==> src/rtl/galois_pow3.sv <==
// galois_pow3: base^3 mod MODULUS via one shift-and-add modular multiplier used twice.
// Define GALOIS_POW3_ASSERT_EN to compile in simulation assertions.
module galois_pow3 #(
    parameter int N_BITS = 254,
    parameter GALOIS_MULT_METHOD = "peasant",
    parameter logic [N_BITS-1:0] MODULUS =
        254'h30644e72e131a029b85045b68181585d2833e84879b9709143e1f593f0000001
) (
    input  logic              clk,
    input  logic              rst,
    input  logic              en,
    input  logic [N_BITS-1:0] base,
    output logic [N_BITS-1:0] result,
    output logic              done
);

    localparam int CW = (N_BITS > 1) ? $clog2(N_BITS) : 1;
    localparam logic [CW-1:0] CNT_TOP = CW'(N_BITS - 1);
    localparam logic [N_BITS:0] P = {1'b0, MODULUS};

    generate
        if (GALOIS_MULT_METHOD != "peasant") begin : g_bad_method
            $error("galois_pow3: only the peasant multiplier is supported");
        end
    endgenerate

    typedef enum logic [1:0] {
        IDLE,
        MUL1,
        MUL2,
        DONE
    } state_t;

    state_t            state, state_n;
    logic [N_BITS-1:0] x, x_n;
    logic [N_BITS-1:0] sq, sq_n;
    logic [N_BITS-1:0] acc, acc_n;
    logic [CW-1:0]     cnt, cnt_n;
    logic [N_BITS-1:0] result_n;
    logic              done_n;

    logic [N_BITS-1:0] base_r;
    logic [N_BITS-1:0] mult;
    logic              mbit;
    logic [N_BITS:0]   dbl;
    logic [N_BITS-1:0] dbl_m;
    logic [N_BITS:0]   sum;
    logic [N_BITS-1:0] step;

    // Since 2^N_BITS < 2p, one subtraction fully reduces any raw operand.
    assign base_r = (base >= MODULUS) ? base - MODULUS : base;

    // One multiplier step: acc*2 + (bit ? x : 0), each term kept below p.
    always_comb begin
        mult  = (state == MUL2) ? sq : x;
        mbit  = mult[cnt];
        dbl   = {acc, 1'b0};
        dbl_m = (dbl >= P) ? N_BITS'(dbl - P) : dbl[N_BITS-1:0];
        sum   = {1'b0, dbl_m} + {1'b0, (mbit ? x : '0)};
        step  = (sum >= P) ? N_BITS'(sum - P) : sum[N_BITS-1:0];
    end

    always_comb begin
        state_n  = state;
        x_n      = x;
        sq_n     = sq;
        acc_n    = acc;
        cnt_n    = cnt;
        result_n = result;
        done_n   = done;
        unique case (state)
            IDLE: begin
                if (en) begin
                    x_n     = base_r;
                    acc_n   = '0;
                    cnt_n   = CNT_TOP;
                    state_n = MUL1;
                end
            end
            MUL1: begin
                if (!en) begin
                    state_n = IDLE;
                end else if (cnt == '0) begin
                    sq_n    = step;
                    acc_n   = '0;
                    cnt_n   = CNT_TOP;
                    state_n = MUL2;
                end else begin
                    acc_n = step;
                    cnt_n = cnt - CW'(1);
                end
            end
            MUL2: begin
                if (!en) begin
                    state_n = IDLE;
                end else if (cnt == '0) begin
                    acc_n    = step;
                    result_n = step;
                    done_n   = 1'b1;
                    state_n  = DONE;
                end else begin
                    acc_n = step;
                    cnt_n = cnt - CW'(1);
                end
            end
            DONE: begin
                if (!en) begin
                    done_n  = 1'b0;
                    state_n = IDLE;
                end
            end
            default: state_n = IDLE;
        endcase
    end

    always_ff @(posedge clk) begin
        if (rst) begin
            state  <= IDLE;
            x      <= '0;
            sq     <= '0;
            acc    <= '0;
            cnt    <= '0;
            result <= '0;
            done   <= 1'b0;
        end else begin
            state  <= state_n;
            x      <= x_n;
            sq     <= sq_n;
            acc    <= acc_n;
            cnt    <= cnt_n;
            result <= result_n;
            done   <= done_n;
        end
    end

`ifdef GALOIS_POW3_ASSERT_EN
    int unsigned run_cyc;

    always_ff @(posedge clk) begin
        if (rst || state == IDLE)
            run_cyc <= 0;
        else
            run_cyc <= run_cyc + 1;
    end

    always @(posedge clk) begin
        if (!rst) begin
            assert (GALOIS_MULT_METHOD == "peasant")
            else $error("galois_pow3: illegal multiplier method");
            assert (!done || result < MODULUS)
            else $error("galois_pow3: result not reduced");
            if (done_n && !done)
                assert (run_cyc + 1 >= 2 * N_BITS)
                else $error("galois_pow3: done raised early");
        end
    end
`endif

endmodule

==> config.mk <==
export PLATFORM = sky130hd
export DESIGN_NAME = galois_pow3
export DESIGN_NICKNAME = d
export VERILOG_FILES = /design/src/rtl/galois_pow3.sv
export SDC_FILE = /design/constraint.sdc
export NUM_CORES = 2
export LEC_CHECK = 0
export ABC_CLOCK_PERIOD_IN_PS = 13400
export CELL_PAD_IN_SITES_DETAIL_PLACEMENT = 1
export CELL_PAD_IN_SITES_GLOBAL_PLACEMENT = 1
export CORE_MARGIN = 5
export CORE_UTILIZATION = 45
export DETAILED_ROUTE_END_ITERATION = 10
export PLACE_DENSITY_LB_ADDON = 0.1
export SYNTH_ARGS = -nofsm -noshare
export SYNTH_HDL_FRONTEND = slang
export SYNTH_SLANG_ARGS = --single-unit
export TNS_END_PERCENT = 1
==> constraint.sdc <==
create_clock -name clk -period 13.4 [get_ports clk]
set_input_delay 1.34 -clock clk [delete_from_list [all_inputs] [get_ports clk]]
set_output_delay 1.34 -clock clk [all_outputs]
set_load 0.05 [all_outputs]
==> results of run 1 <==
==> routing by layer <==
metal,global-route usage,overflow
met1,0.740,3
met3,0.571,19
met5,0.256,2
met2,0.906,280
met4,0.717,207
==> through the flow <==
step	TNS [ns]	util	worst slack (ns)	instance area, um2
2_1_floorplan	0	-	1.13	88200
3_5_place_dp	-705.39	0.597	-1.50	116000
3_3_place_gp	-506.34	0.597	-1.11	116000
4_1_cts	-1.45	0.625	-0.0890	122000
==> what timing repair did <==
item | in CTS
endpoints found under the setup margin | 762
pin swaps | 33
gates resized for setup | 199
buffers inserted | 17
gates cloned | 2
==> kinds of logic after synthesis <==
logic type	after synthesis	share of synthesized area
simple gates	5572	0.296
xor+xnor	909	0.0904
compound gates	3599	0.256
flops	1027	0.233
mux	188	0.0445
fa+ha+maj	265	0.0377
buf+inv	948	0.0418
==> out/results.ini, run 1 <==
[status]
status = stopped before the end
haltStage = global routing
stop_error = [ERROR GRT-0232] Routing congestion too high. Check the congestion heatmap in the GUI.

[yosys]
synth_nets = 13000
avgSynthCellArea_um2 = 7.05
synth.largest_area_cell = dfxtp_1
ys_seq_elements = 1027
synthArstFlopShare = 0
ys_top_cells_by_count = nor2_1, nand2_1, a21oi_1
ys_seq_area_frac = 0.233
synth_top_area_share = 0.233
ys_types = 116
synthCells = 12500
synth.cell_area_mm2 = 0.0882
synth.area.top_cells = dfxtp_1, a21oi_1, nor2_1, nand2_1, xnor2_1
ys.warnings.count = 0
synth-edff-count = 0
post-synth-top-count-cell = nor2_1
synthFlopType = dfxtp_1

[clock_network]
cts_root_buf = clkbuf_16
cts_sinks = 1027
h-tree-depth = 3
cts_buffer_depth = 3
hold_buffers = 0
cts_buffers = 118

[sta]
endpoint_type = sequential cell input
grt-worst-endpoint = sq[184]$_SDFFE_PP0P_/D

[place]
dp_hpwl_um = 463000
placed_cells = 17800
port_buffers = 511
gp_congestion = 1.24

[global_routing]
grt_max_degree = 174
grt_overflow_total = 511
grt_usage = 0.734

[die]
start_util = 0.452
top_level_ports = 512
row_count = 162
die_h_um = 453
die_width_um = 453

==> inputs of run 2 (changes only) <==
==> config.mk (replaced) <==
export PLATFORM = sky130hd
export DESIGN_NAME = galois_pow3
export DESIGN_NICKNAME = d
export VERILOG_FILES = /design/src/rtl/galois_pow3.sv
export SDC_FILE = /design/constraint.sdc
export NUM_CORES = 2
export LEC_CHECK = 0
export ABC_CLOCK_PERIOD_IN_PS = 13400
export CORE_MARGIN = 5
export CORE_UTILIZATION = 40
export DETAILED_ROUTE_END_ITERATION = 10
export PLACE_DENSITY_LB_ADDON = 0.15
export SYNTH_ARGS = -nofsm -noshare
export SYNTH_HDL_FRONTEND = slang
export SYNTH_SLANG_ARGS = --single-unit
export TNS_END_PERCENT = 1
==> out/results.ini, run 2 <==
[status]
failed_checks = max-capacitance violations, max-slew violations, negative setup slack
status = finished with violations

[global_routing]
first_global_vias = 112000
grt_max_degree = 202
grt_usage = 0.460
grt_pass1_wl_um = 781000
grt_overflow_total = 0
antenna_found_initial = 70

[finish]
final_nets = 16700
layout_common_cells = buf_4, nor2_1, nand2_1
area_growth_pct = 48.0
fill_cells = 20500
drive_gt1_frac = 0.292
fin_util = 0.595
final_common_cell = buf_4

[power_and_ir_drop]
power_density_mw_per_mm2 = 85.1
p_comb_frac = 0.383
swShare = 0.383
seq_power_share = 0.301
power_switching_uw = 4260
ir_drop_uv = 107
p_leak_uw = 0.0530
clkPwrFrac = 0.317
p_int_uw = 6850

[sta]
tns_ns = -0.0145
hold_violations = 0
max_freq_mhz = 74.6
fin_skew_ns = 0.107
worst_pin_slew_ns = 1.47
timing.final.crit_period_ns = 13.41
rsz0062_at_grt = yes
period_share = 1.00
report.final.setup_viol = 3
setup_slack_ns = -0.00778
relSlewSlack = -0.00587
drv_slew = 1

[worst_setup_path]
cp_max_fo = 6
end_kind = register
crit_path_start_kind = register
r2r_slack_ns = -0.008
cp.arrival_ns = 14.17
reg2reg_depth = 61
slowest_stage = a2111o_1
worst_path_most_repeated_cell = buf_4
critical_path_class = register to register
slowest_delay_ns = 0.68
timing.rr.end = result[241]
worstPathRequired_ns = 14.16
r2r_start = acc[14]

[die]
die_width_um = 480
die_h_um = 480
top_level_ports = 512
start_util = 0.402
dieArea_mm2 = 0.230
core_mm2 = 0.220
row_count = 172

[routing]
routedWlPerCell_um = 29.2
drcViolationCount = 0
avgViaCountPerCell = 6.22
wirelength_um = 561000
final_antenna_net_count = 0
detail_route.iter0.violations = 15900
vias = 120000
firstDrtPassIters = 8

[place]
port_buffers = 511
gp_congestion = 1.14
place_ws_ns = -2.60
dp_hpwl_um = 466000

[clock_network]
hold_buffers = 0
cts_root_buf = clkbuf_16
cts_buffers = 117
cts_tree = yes
cts_buffer_depth = 3
clk_pin_slew_ns = 0.07
h-tree-depth = 3
clk_latency_ns = 0.89
cts_sinks = 1027

[run]
cap_violations = 1

[yosys]
synthArstFlopShare = 0
ys_seq_elements = 1027
ys.warnings.count = 0
synth.cell_area_mm2 = 0.0882
ys_top_cells_by_count = nor2_1, nand2_1, a21oi_1
post-synth-top-count-cell = nor2_1
synth_top_area_share = 0.233
ys_seq_area_frac = 0.233
synth.largest_area_cell = dfxtp_1
synthFlopType = dfxtp_1
ys_types = 116
synth_nets = 13000
synth.area.top_cells = dfxtp_1, a21oi_1, nor2_1, nand2_1, xnor2_1
avgSynthCellArea_um2 = 7.05
synthCells = 12500
synth-edff-count = 0

[min_path]
worstHoldPathCells = 2
hold_start = sq[240]
min_to = sq[240]
hold_class = register to register

## run 2: cell counts after synthesis
No cell type changed its count.
## run 2: cell families after synthesis
family / synth area share
simple gates: 0.296
flops: 0.233
xor+xnor: 0.0904
buf+inv: 0.0418
compound gates: 0.256
mux: 0.0445
fa+ha+maj: 0.0377
## run 2: power groups by stage
stage          Clock, uW  Sequential, uW  Combinational, uW
2_1_floorplan          0            3280               1810
3_3_place_gp           0            3380               3930
3_5_place_dp           0            3390               3970
4_1_cts             3530            3320               4030
5_1_grt             3650            3330               4390
6_report            3520            3340               4250
## run 2: worst max path at each step
| stage | end | startpoint | depth (start not counted) |
|---|---|---|---|
| 2_1_floorplan | sq[22] | acc[14] | 49 |
| 3_3_place_gp | sq[189] | acc[16] | 65 |
| 3_5_place_dp | sq[189] | acc[15] | 63 |
| 4_1_cts | sq[230] | acc[14] | 61 |
| 5_1_grt | result[241] | acc[14] | 61 |
| 6_report | result[241] | acc[14] | 61 |
## run 2: layer usage
layer / GRT usage / routed length [um] / share of wire / vias to the layer above
met5: 0 / 154 / 0.00027 / -
met4: 0.340 / 51300 / 0.091 / 24
met3: 0.118 / 64200 / 0.11 / 1837
met2: 0.682 / 232000 / 0.41 / 7880
met1: 0.573 / 213000 / 0.38 / 57200
li1: - / - / - / 52800
## run 2: critical path: cells and delay by family (launching register included)
family / cells / cell delay (ns)
adders and majority gates: 1 / 0.38
AOI/OAI and AO/OA: 24 / 5.59
buffers and inverters: 18 / 3.14
and+or+nand+nor: 15 / 3.01
DFF: 1 / 0.32
xor gates and xnor gates: 2 / 0.33
muxes: 1 / 0.42
## run 2: layout make-up
class | instances | area [um2] | area share
inverters | 163 | 617 | 0.00472
flip-flops and latches | 1027 | 20600 | 0.158
clock buffers | 157 | 3320 | 0.0254
clock inverters | 65 | 851 | 0.00652
well taps | 2871 | 3590 | 0.0275
diodes | 49 | 123 | 0.000939
repair buffers | 4377 | 34900 | 0.268
multi-input cells | 10500 | 66600 | 0.510
## run 2: metrics by stage
step | total power [uW] | instances | hold slack [ns] | instance area [um2]
2_1_floorplan | 5090 | 12500 | 0.433 | 88200
3_3_place_gp | 7320 | 18900 | 0.438 | 123000
3_5_place_dp | 7360 | 18900 | 0.445 | 123000
4_1_cts | 10900 | 19100 | 0.453 | 129000
5_1_grt | 11400 | 19200 | 0.470 | 131000
6_report | 11100 | 19200 | 0.453 | 131000
## run 2: timing repair
action	CTS	global route
buffers inserted	38	52
cloned	2	2
pin swaps	58	104
setup endpoints to repair	762	762
resized for setup	224	315
Power figures use the tool's default switching activity.
